[config.mk]
export PLATFORM = sky130hd
export DESIGN_NAME = instr_mem_responder
export DESIGN_NICKNAME = d
export VERILOG_FILES = /design/src/rtl/len5_pkg.sv /design/src/rtl/fetch_pkg.sv /design/src/rtl/instr_resp_fifo.sv /design/src/rtl/instr_mem_responder.sv
export SDC_FILE = /design/constraint.sdc
export NUM_CORES = 1
export LEC_CHECK = 0
export ABC_AREA = 1
export CORE_AREA = 2 2 100 111
export DETAILED_ROUTE_END_ITERATION = 7
export DIE_AREA = 0 0 102 113
export PLACE_DENSITY_LB_ADDON = 0.3
export SKIP_CTS_REPAIR_TIMING = 1
export SLEW_MARGIN = 20
export SYNTH_ARGS = -nofsm -noshare
export SYNTH_HDL_FRONTEND = slang
export SYNTH_SLANG_ARGS = --single-unit
[constraint.sdc]
create_clock -name clk_i -period 11.46 [get_ports clk_i]
set_input_delay 2.292 -clock clk_i [delete_from_list [all_inputs] [get_ports clk_i]]
set_output_delay 2.292 -clock clk_i [all_outputs]
set_load 0.05 [all_outputs]
[src/rtl/len5_pkg.sv]
`default_nettype none
// ============================================================================
// Module   : len5_pkg
// Brief    : Core-wide architectural widths shared by the fetch path.
// Revision : 1.0 - initial release
// ============================================================================
package len5_pkg;

    localparam int unsigned XLEN = 64;
    localparam int unsigned ALEN = 64;
    localparam int unsigned ILEN = 32;

endpackage
`default_nettype wire

[src/rtl/fetch_pkg.sv]
`default_nettype none
// ============================================================================
// Module   : fetch_pkg
// Brief    : Fetch-stage exception codes and the instruction-memory response.
// Revision : 1.0 - initial release
// ============================================================================
package fetch_pkg;

    typedef enum logic [3:0] {
        E_I_ADDR_MISALIGNED   = 4'h0,
        E_I_ACCESS_FAULT      = 4'h1,
        E_ILLEGAL_INSTRUCTION = 4'h2,
        E_BREAKPOINT          = 4'h3
    } except_code_t;

    typedef struct packed {
        logic [len5_pkg::ILEN-1:0] rdata;
        logic                      except_raised;
        except_code_t              except_code;
    } instr_mem_resp_t;

endpackage
`default_nettype wire

[src/rtl/instr_resp_fifo.sv]
`default_nettype none
// ============================================================================
// Module   : instr_resp_fifo
// Brief    : Synchronous FIFO of instruction-memory responses; head is zero
//            whenever the FIFO is empty.
// Revision : 1.0 - initial release
// ============================================================================
module instr_resp_fifo
    import fetch_pkg::*;
#(
    parameter int unsigned DEPTH   = 3,
    parameter int unsigned COUNT_W = $clog2(DEPTH + 1)
) (
    input  wire logic            clk,
    input  wire logic            rst,
    input  wire logic            i_push,
    input  wire instr_mem_resp_t i_push_data,
    input  wire logic            i_pop,
    output instr_mem_resp_t      o_head,
    output logic                 o_empty,
    output logic [COUNT_W-1:0]   o_count
);

    localparam int unsigned          c_ptr_w     = (DEPTH > 1) ? $clog2(DEPTH) : 1;
    localparam int unsigned          c_last_int  = DEPTH - 1;
    localparam logic [c_ptr_w-1:0]   c_ptr_last  = c_last_int[c_ptr_w-1:0];
    localparam logic [COUNT_W-1:0]   c_depth_cnt = DEPTH[COUNT_W-1:0];

    logic [c_ptr_w-1:0] r_rd_ptr_q, w_rd_ptr_d;
    logic [c_ptr_w-1:0] r_wr_ptr_q, w_wr_ptr_d;
    logic [COUNT_W-1:0] r_count_q,  w_count_d;
    logic               w_do_push, w_do_pop;
    instr_mem_resp_t    r_mem_q [DEPTH];

    // A push into a full FIFO is only allowed when the head leaves the same cycle.
    always_comb begin
        w_do_pop   = i_pop & (r_count_q != '0);
        w_do_push  = i_push & ((r_count_q != c_depth_cnt) | w_do_pop);
        w_rd_ptr_d = r_rd_ptr_q;
        w_wr_ptr_d = r_wr_ptr_q;
        w_count_d  = r_count_q;
        if (w_do_pop) begin
            w_rd_ptr_d = (r_rd_ptr_q == c_ptr_last) ? '0 : r_rd_ptr_q + c_ptr_w'(1);
        end
        if (w_do_push) begin
            w_wr_ptr_d = (r_wr_ptr_q == c_ptr_last) ? '0 : r_wr_ptr_q + c_ptr_w'(1);
        end
        if (w_do_push && !w_do_pop) begin
            w_count_d = r_count_q + COUNT_W'(1);
        end else if (!w_do_push && w_do_pop) begin
            w_count_d = r_count_q - COUNT_W'(1);
        end
    end

    always_ff @(posedge clk) begin
        if (rst) begin
            r_rd_ptr_q <= '0;
            r_wr_ptr_q <= '0;
            r_count_q  <= '0;
        end else begin
            r_rd_ptr_q <= w_rd_ptr_d;
            r_wr_ptr_q <= w_wr_ptr_d;
            r_count_q  <= w_count_d;
        end
    end

    always_ff @(posedge clk) begin
        if (w_do_push) begin
            r_mem_q[r_wr_ptr_q] <= i_push_data;
        end
    end

    assign o_empty = (r_count_q == '0);
    assign o_head  = o_empty ? '0 : r_mem_q[r_rd_ptr_q];
    assign o_count = r_count_q;

endmodule
`default_nettype wire

[src/rtl/instr_mem_responder.sv]
`default_nettype none
// ============================================================================
// Module   : instr_mem_responder
// Brief    : Instruction-memory responder: checks fetch requests, reads a
//            1-cycle SRAM and returns in-order responses with back-pressure.
//            Optional INSTR_MEM_RESP_STALL_EN adds LFSR request back-pressure.
// Revision : 1.0 - initial release
// ============================================================================
module instr_mem_responder
    import len5_pkg::*;
    import fetch_pkg::*;
#(
    parameter logic [ALEN-1:0] MEM_BASE        = '0,
    parameter int unsigned     MEM_SIZE        = 4096,
    parameter int unsigned     MAX_OUTSTANDING = 3,
    parameter int unsigned     SRAM_AW         = $clog2(MEM_SIZE / 4)
) (
    input  wire logic               clk_i,
    input  wire logic               rst_i,
    input  wire logic               instr_valid_i,
    output logic                    instr_ready_o,
    input  wire logic               instr_we_i,
    input  wire logic [ALEN-1:0]    instr_addr_i,
    output logic                    instr_valid_o,
    input  wire logic               instr_ready_i,
    output logic [ILEN-1:0]         instr_rdata_o,
    output logic                    instr_except_raised_o,
    output except_code_t            instr_except_code_o,
    output logic                    sram_req_o,
    output logic [SRAM_AW-1:0]      sram_addr_o,
    input  wire logic [ILEN-1:0]    sram_rdata_i
);

    localparam int unsigned        c_cnt_w   = $clog2(MAX_OUTSTANDING + 1);
    localparam logic [c_cnt_w:0]   c_max_cnt = MAX_OUTSTANDING[c_cnt_w:0];
    localparam logic [ALEN-1:0]    c_mem_end = MEM_BASE + ALEN'(MEM_SIZE);

    logic               r_s1_valid_q,  w_s1_valid_d;
    logic               r_s1_except_q, w_s1_except_d;
    except_code_t       r_s1_code_q,   w_s1_code_d;

    logic               w_accept;
    logic               w_misaligned;
    logic               w_out_of_range;
    logic               w_fault;
    except_code_t       w_code;
    logic [SRAM_AW-1:0] w_word_idx;
    logic [c_cnt_w:0]   w_count;
    logic               w_stall;
    logic               w_pop;
    logic               w_fifo_empty;
    logic [c_cnt_w-1:0] w_fifo_count;
    instr_mem_resp_t    w_push_data;
    instr_mem_resp_t    w_head;

`ifdef INSTR_MEM_RESP_STALL_EN
    logic [7:0] r_lfsr_q, w_lfsr_d;

    // Fibonacci LFSR, taps 8,6,5,4.
    always_comb begin
        w_lfsr_d = {r_lfsr_q[6:0], r_lfsr_q[7] ^ r_lfsr_q[5] ^ r_lfsr_q[4] ^ r_lfsr_q[3]};
    end

    always_ff @(posedge clk_i) begin
        if (rst_i) begin
            r_lfsr_q <= 8'hA5;
        end else begin
            r_lfsr_q <= w_lfsr_d;
        end
    end

    assign w_stall = r_lfsr_q[0];
`else
    assign w_stall = 1'b0;
`endif

    // Credit covers the SRAM stage as well as the FIFO, so the stage push never overflows.
    always_comb begin
        w_count       = {{c_cnt_w{1'b0}}, r_s1_valid_q} + {1'b0, w_fifo_count};
        instr_ready_o = (w_count < c_max_cnt) & ~w_stall & ~rst_i;
        w_accept      = instr_valid_i & instr_ready_o;

        w_misaligned   = |instr_addr_i[1:0];
        w_out_of_range = (instr_addr_i < MEM_BASE) || (instr_addr_i >= c_mem_end);
        w_fault        = w_misaligned | instr_we_i | w_out_of_range;
        w_code         = w_misaligned ? E_I_ADDR_MISALIGNED : E_I_ACCESS_FAULT;
        w_word_idx     = SRAM_AW'((instr_addr_i - MEM_BASE) >> 2);

        sram_req_o  = w_accept & ~w_fault;
        sram_addr_o = sram_req_o ? w_word_idx : '0;

        w_s1_valid_d  = w_accept;
        w_s1_except_d = w_accept & w_fault;
        w_s1_code_d   = w_accept ? w_code : E_I_ADDR_MISALIGNED;
    end

    always_ff @(posedge clk_i) begin
        if (rst_i) begin
            r_s1_valid_q  <= 1'b0;
            r_s1_except_q <= 1'b0;
            r_s1_code_q   <= E_I_ADDR_MISALIGNED;
        end else begin
            r_s1_valid_q  <= w_s1_valid_d;
            r_s1_except_q <= w_s1_except_d;
            r_s1_code_q   <= w_s1_code_d;
        end
    end

    always_comb begin
        w_push_data.rdata         = r_s1_except_q ? '0 : sram_rdata_i;
        w_push_data.except_raised = r_s1_except_q;
        w_push_data.except_code   = r_s1_code_q;
    end

    assign w_pop = instr_valid_o & instr_ready_i;

    instr_resp_fifo #(
        .DEPTH   (MAX_OUTSTANDING),
        .COUNT_W (c_cnt_w)
    ) u_resp_fifo (
        .clk         (clk_i),
        .rst         (rst_i),
        .i_push      (r_s1_valid_q),
        .i_push_data (w_push_data),
        .i_pop       (w_pop),
        .o_head      (w_head),
        .o_empty     (w_fifo_empty),
        .o_count     (w_fifo_count)
    );

    assign instr_valid_o         = ~w_fifo_empty;
    assign instr_rdata_o         = w_head.rdata;
    assign instr_except_raised_o = w_head.except_raised;
    assign instr_except_code_o   = w_head.except_code;

endmodule
`default_nettype wire

# Word level (Yosys, flattened, before mapping)
# Memories as Yosys holds them, arrays and structs flattened. A register that Yosys moved wholly into a read port is not among the register bits.
# Cells that the tools add are included.
# op_classes
add_sub_neg	5
order_cmp	3
eq_ne	3
n_mux	12
bitwise_logic	14
reduce_logical	10
# op_table
operator	n
64-bit by 13-bit >= comparator with 1-bit output (second input constant)	1
64-bit by 1-bit < comparator with 1-bit output (second input constant)	1
37-bit two-way mux	1
32-bit two-way mux	1
2-bit two-way mux	6
10-bit two-way mux	1
1-bit AND	7
2-bit by 1-bit adder with 2-bit output (second input constant)	3
2-bit == test (second input constant)	2
1-bit NOT	4
2-bit nonzero test	2
2-bit OR reduction	2
1-bit by 2-bit adder with 3-bit output	1
3-bit by 2-bit < comparator with 1-bit output (second input constant)	1
1-bit two-way mux	3
1-bit bitwise OR	3
1-bit logical AND	2
1-bit logical NOT	2
2-bit logical NOT	1
2-bit != test (second input constant)	1
2-bit by 1-bit subtractor with 2-bit output (second input constant)	1
1-bit logical OR	1
# word_totals
reg_bits	12
mem_bits_rw	111
in_bits	101
output_inout_bits	50
wordCells	54
mem_count	1
# memory_table
name	depth	word_bits	rd	rd_clocked_by_memory_dff	write_ports	line	rtl
u_resp_fifo.r_mem_q	3	37	1	1	1	instr_resp_fifo.sv:33	instr_mem_resp_t r_mem_q [DEPTH];

# Logic depth before layout (Yosys ltp)
# logic_depth
ltp_word	10
ltp_mapped	8
depth_no_buf	8

# By module
# Synthesis repeated with hierarchy kept, for this count alone.
# hier_totals
cells_unflattened	604
area_unflattened_um2	5681.7
# by_module_without_submodules
module	n_inst	cells_each	area_per_inst_um2	seq_area_each_um2
instr_resp_fifo	1	443	4946.0	3493.4
instr_mem_responder	1	161	735.7	60.1

# Worst setup path before layout
# Ideal clock, no wire load.
# synth_timing
kind	in2out
startpoint	input instr_addr_i[54]
endpoint	output sram_addr_o[9]
t_arrival_ns	3.436
required_ns	9.168
path_slack_ns	5.732
stages	7
path_buffers	0
cell_sequence	nor2_1 -> nand2_1 -> nor2_1 -> nand2_1 -> nor2_2 -> nand3_2 -> nor2_1
# synth_via
elab_chain_len	6
elab_cells_between_ends	7
classes_between	order compare (2); mux (1); bitwise (3); reduce/logical (1)
# synth_lines
item	line	rtl
start, declared	instr_mem_responder.sv:23	input wire logic [ALEN-1:0] instr_addr_i,
64-bit by 1-bit < comparator with 1-bit output or 64-bit by 13-bit >= comparator with 1-bit output (tied branches)	instr_mem_responder.sv:84	w_out_of_range = (instr_addr_i < MEM_BASE) || (instr_addr_i >= c_mem_end);
1-bit logical OR (*)	instr_mem_responder.sv:84	
1-bit bitwise OR (*)	instr_mem_responder.sv:85	w_fault = w_misaligned | instr_we_i | w_out_of_range;
1-bit NOT (*)	instr_mem_responder.sv:89	sram_req_o = w_accept & ~w_fault;
1-bit AND (*)	instr_mem_responder.sv:89	
10-bit two-way mux (*)	instr_mem_responder.sv:90	sram_addr_o = sram_req_o ? w_word_idx : '0;
end, declared	instr_mem_responder.sv:30	output logic [SRAM_AW-1:0] sram_addr_o,
# Every way passes the cells marked *; elsewhere a longest branch is shown, timed or not.

# Worst setup path after layout
# layout_timing
startpoint	input instr_addr_i[0]
endpoint	output sram_addr_o[3]
# layout_via
elab_chain_len	6
elab_cells_between_ends	9
classes_between	order compare (2); mux (1); bitwise (4); reduce/logical (2)
# layout_lines
item	line
64-bit by 1-bit < comparator with 1-bit output (tied with other cells)	instr_mem_responder.sv:84
1-bit logical OR or 1-bit bitwise OR (tied branches)	instr_mem_responder.sv:84, instr_mem_responder.sv:85
1-bit bitwise OR (*)	instr_mem_responder.sv:85
1-bit NOT (*)	instr_mem_responder.sv:89
1-bit AND (*)	instr_mem_responder.sv:89
10-bit two-way mux (*)	instr_mem_responder.sv:90
# Marks and branches as above.

==> results.yml <==
worst_setup_path:
  crit_required_ps: 9170
  worst_ep_arrival_time_ps: 4540
  max_stage_delay_ps: 840
  critical_path_class: "input port to output pin"
  rr_startpoint: "u_resp_fifo.o_count[1]$_SDFFE_PP0P_"
  r2r_setup_slack_ps: 9220
  end_kind: "output pin"
  ff2ff_path_depth: 8
  path_depth: 9
  startpoint_type: "input port"
  r2r_end: "u_resp_fifo.o_count[1]$_SDFFE_PP0P_"
  worst_path_max_delay_cell: "clkdlybuf4s50_1"
  cp-startpoint: "instr_addr_i[0]"
  crit_buf_inv: 2
  cpLargestDelayFamily: "buffers and inverters"
  cp-endpoint: "sram_addr_o[3]"
  crit_path_cell_trace: "clkdlybuf4s50_1 > nor2_1 > nand2_1 > nor2_1 > nand2_1 > nor2_2 > nand3_2 > nor2_2 > clkdlybuf4s50_1"
  cp_max_fo: 11
clock_network:
  cts.sinks: 113
  cts.clk_slew.worst_paths_ps: 50
  clock_latency_ps: 400
  cts-root-buf: "clkbuf_16"
  cts_tree: "done"
  cts_inserted_buffers: 17
  clock_path_buffers: 2
  htreeDepth: 4
detailed_routing:
  avgViaCountPerCell: 4.73
  via_count: 3773
  first_iter_violations: 145
  drcViolationCount: 0
  postRouteAntennaNets: 0
  dr.pass1.iters: 4
  wire_per_inst_um: 13.8
  routed_wl_um: 11000
global_route:
  grt_pass1_vias: 3915
  grt_use_total_pct: 20.6
  overflow: 0
  grt_max_degree: 43
  antenna_found_initial: 0
  grt_pass1_wl_um: 17900
power:
  power_density_mw_per_mm2: 203
  p_int_uw: 1030
  comb_power_share_pct: 32.4
  peakVddDrop_uv: 85.2
  switching_power_uw: 495
  seqPwrFrac_pct: 33.0
  swShare_pct: 32.5
  p_leak_uw: 0.00326
  clkPwrFrac_pct: 34.6
synthesis:
  seq_area_frac_synth_pct: 61.9
  yosys.area.top_type: "edfxtp_1"
  ys_seq_elements: 113
  synth.area.mux_share_pct: 9.34
  synth_top_family_by_area: "buffers and inverters"
  synth.top_cell.area_share_pct: 57.7
  synth_area_mm2: 0.00531
  synth_fa_ha_area_share_pct: 0.707
  yosysWarningCount: 0
  synth_cells: 488
  synth_cell_types: 26
  synth_area_leaders: "edfxtp_1 58%, inv_1 9.0%, mux2_4 8.5%, nor2_1 4.7%, dfxtp_1 4.1%"
  synth-simple-area-share_pct: 8.51
  syn_avg_cell_area_um2: 10.9
  synth_compound_area_share_pct: 7.90
  synth-xor-area-share_pct: 0
finish:
  layout.nets: 745
  instances_no_fill: 797
  final_util_pct: 72.5
  antenna_cells: 0
  drive_gt1_share_pct: 13.5
  synthToLayoutAreaGrowth_pct: 41.3
  fillCellCount: 759
sta:
  layout_min_cycle_time_ps: 6840
  hold_viol: 0
  fmax_mhz: 146
  slew_headroom_pct: 34.6
  period_share_pct: 59.6
  fin_worst_skew_ps: 8.00
  tns_ps: 0
  slew_violations: 0
  setup_viol: 0
  worst_pin_slew_ps: 979
  rsz0062_at_grt: "false"
floorplan:
  die_area_mm2: 0.0115
  io_pins: 151
  fp.dieW_um: 102
  dieHeight_um: 113
  core_mm2: 0.0103
  start_util_pct: 51.3
  rows: 39
placement:
  place.gp.congestion: 0.756
  port_buffers: 147
  numPlacedInstances: 765
  hpwl_um: 7310
run_status:
  outcome: "complete, no violations"
worst_hold_path:
  worstHoldPathType: "register to register"
job:
  drv_cap: 0
## worst min-delay path by stage
stage	from	to	slack [ps]	depth (start not counted)
2_1_floorplan	r_s1_code_q[0]$_SDFF_PP0_	u_resp_fifo.r_mem_q[0][0]$_DFFE_PP_	420	0
3_3_place_gp	u_resp_fifo.r_wr_ptr_q[1]$_SDFFE_PP0P_	u_resp_fifo.r_wr_ptr_q[1]$_SDFFE_PP0P_	450	2
3_5_place_dp	r_s1_code_q[0]$_SDFF_PP0_	u_resp_fifo.r_mem_q[0][0]$_DFFE_PP_	470	0
4_1_cts	r_s1_code_q[0]$_SDFF_PP0_	u_resp_fifo.r_mem_q[0][0]$_DFFE_PP_	480	0
5_1_grt	r_s1_code_q[0]$_SDFF_PP0_	u_resp_fifo.r_mem_q[2][0]$_DFFE_PP_	510	0
6_report	r_s1_code_q[0]$_SDFF_PP0_	u_resp_fifo.r_mem_q[0][0]$_DFFE_PP_	480	0
## cells by family (layout without fill, tap and decap cells)
family                     after synthesis  after routing
muxes                                   34             34
other                                    1              3
DFF                                    113            113
buffers and inverters                  150            314
and+or+nand+nor                        105            105
adders and majority gates                3              3
AOI/OAI and AO/OA                       82             82
## worst register-to-register path, stage by stage, from the launching register on
cell and delay, ps:
dfxtp_1 360, nor2_4 760, nor2_1 190, inv_2 120, ha_1 250, a21oi_1 110, o21ai_0 110, o21ai_0 170
a21oi_1 70
## synth_stat cells, drive strengths merged
cell type and number:
edfxtp 102, clkbuf 10, dfxtp 11, nand4 1
a21oi 41, inv 129, nor3 2, a211oi 1
a31oi 1, mux2 34, nor2 80, nand3 4
o21ai 38, buf 11, ha 3, o211a 1
nand2 18, conb 1
## registers in the layout, indices dropped and copies added, names as in the netlist, named ones only
| name | flops |
|---|---|
| r_s1_code_q | 1 |
| u_resp_fifo.r_wr_ptr_q | 2 |
| u_resp_fifo.r_mem_q | 102 |
| u_resp_fifo.o_count | 2 |
| u_resp_fifo.r_rd_ptr_q | 2 |
| r_s1_valid_q | 1 |
| r_s1_except_q | 1 |
## power by group through the flow
stage	Sequential, uW	Clock, uW	Combinational, uW
CTS	504	534	499
detailed placement	512	0	496
finish	504	528	493
floorplan	497	0	347
global route	507	555	527
global placement	518	0	475
## cell type report
cell class | count | area, um^2 | area share, %
repair buffers | 153 | 1530 | 20.4
inverters | 129 | 484 | 6.46
clock buffers | 19 | 433 | 5.77
flip-flops and latches | 113 | 3290 | 43.8
multi-input cells | 227 | 1420 | 18.9
clock inverters | 13 | 168 | 2.24
well taps | 143 | 179 | 2.39
## per-stage QoR
step	instance area (um^2)	setup WS, ps	total power (uW)	hold WS, ps
CTS	7500	4580	1540	482
global route	7500	4440	1590	512
detailed placement	6900	4570	1010	467
finish	7500	4620	1530	482
floorplan	5310	5730	844	421
global placement	6880	4650	994	452
## per-layer routing
layer	global-route usage (%)	wire (um)	vias up	part of all wire, %
li1	-	-	1871	-
met1	21.2	4090	1734	37
met2	37.7	5880	150	53
met3	6.67	814	18	7.4
met4	8.53	214	0	1.9
met5	0	0	-	0
## cell usage in the layout, fill, tap and decap left out, types with 7 or more instances in the layout
cell,synthesis,layout
clkdlybuf4s50_1,0,147
a21oi_1,41,41
dfxtp_1,11,9
o21ai_0,8,8
nor2_1,67,67
edfxtp_1,102,102
nand2_1,18,18
o21ai_1,30,30
inv_1,127,127
nor2_2,11,11
clkbuf_16,0,17
mux2_4,30,30
clkinv_2,0,7
No activity file was read; power rests on OpenSTA's default activity.
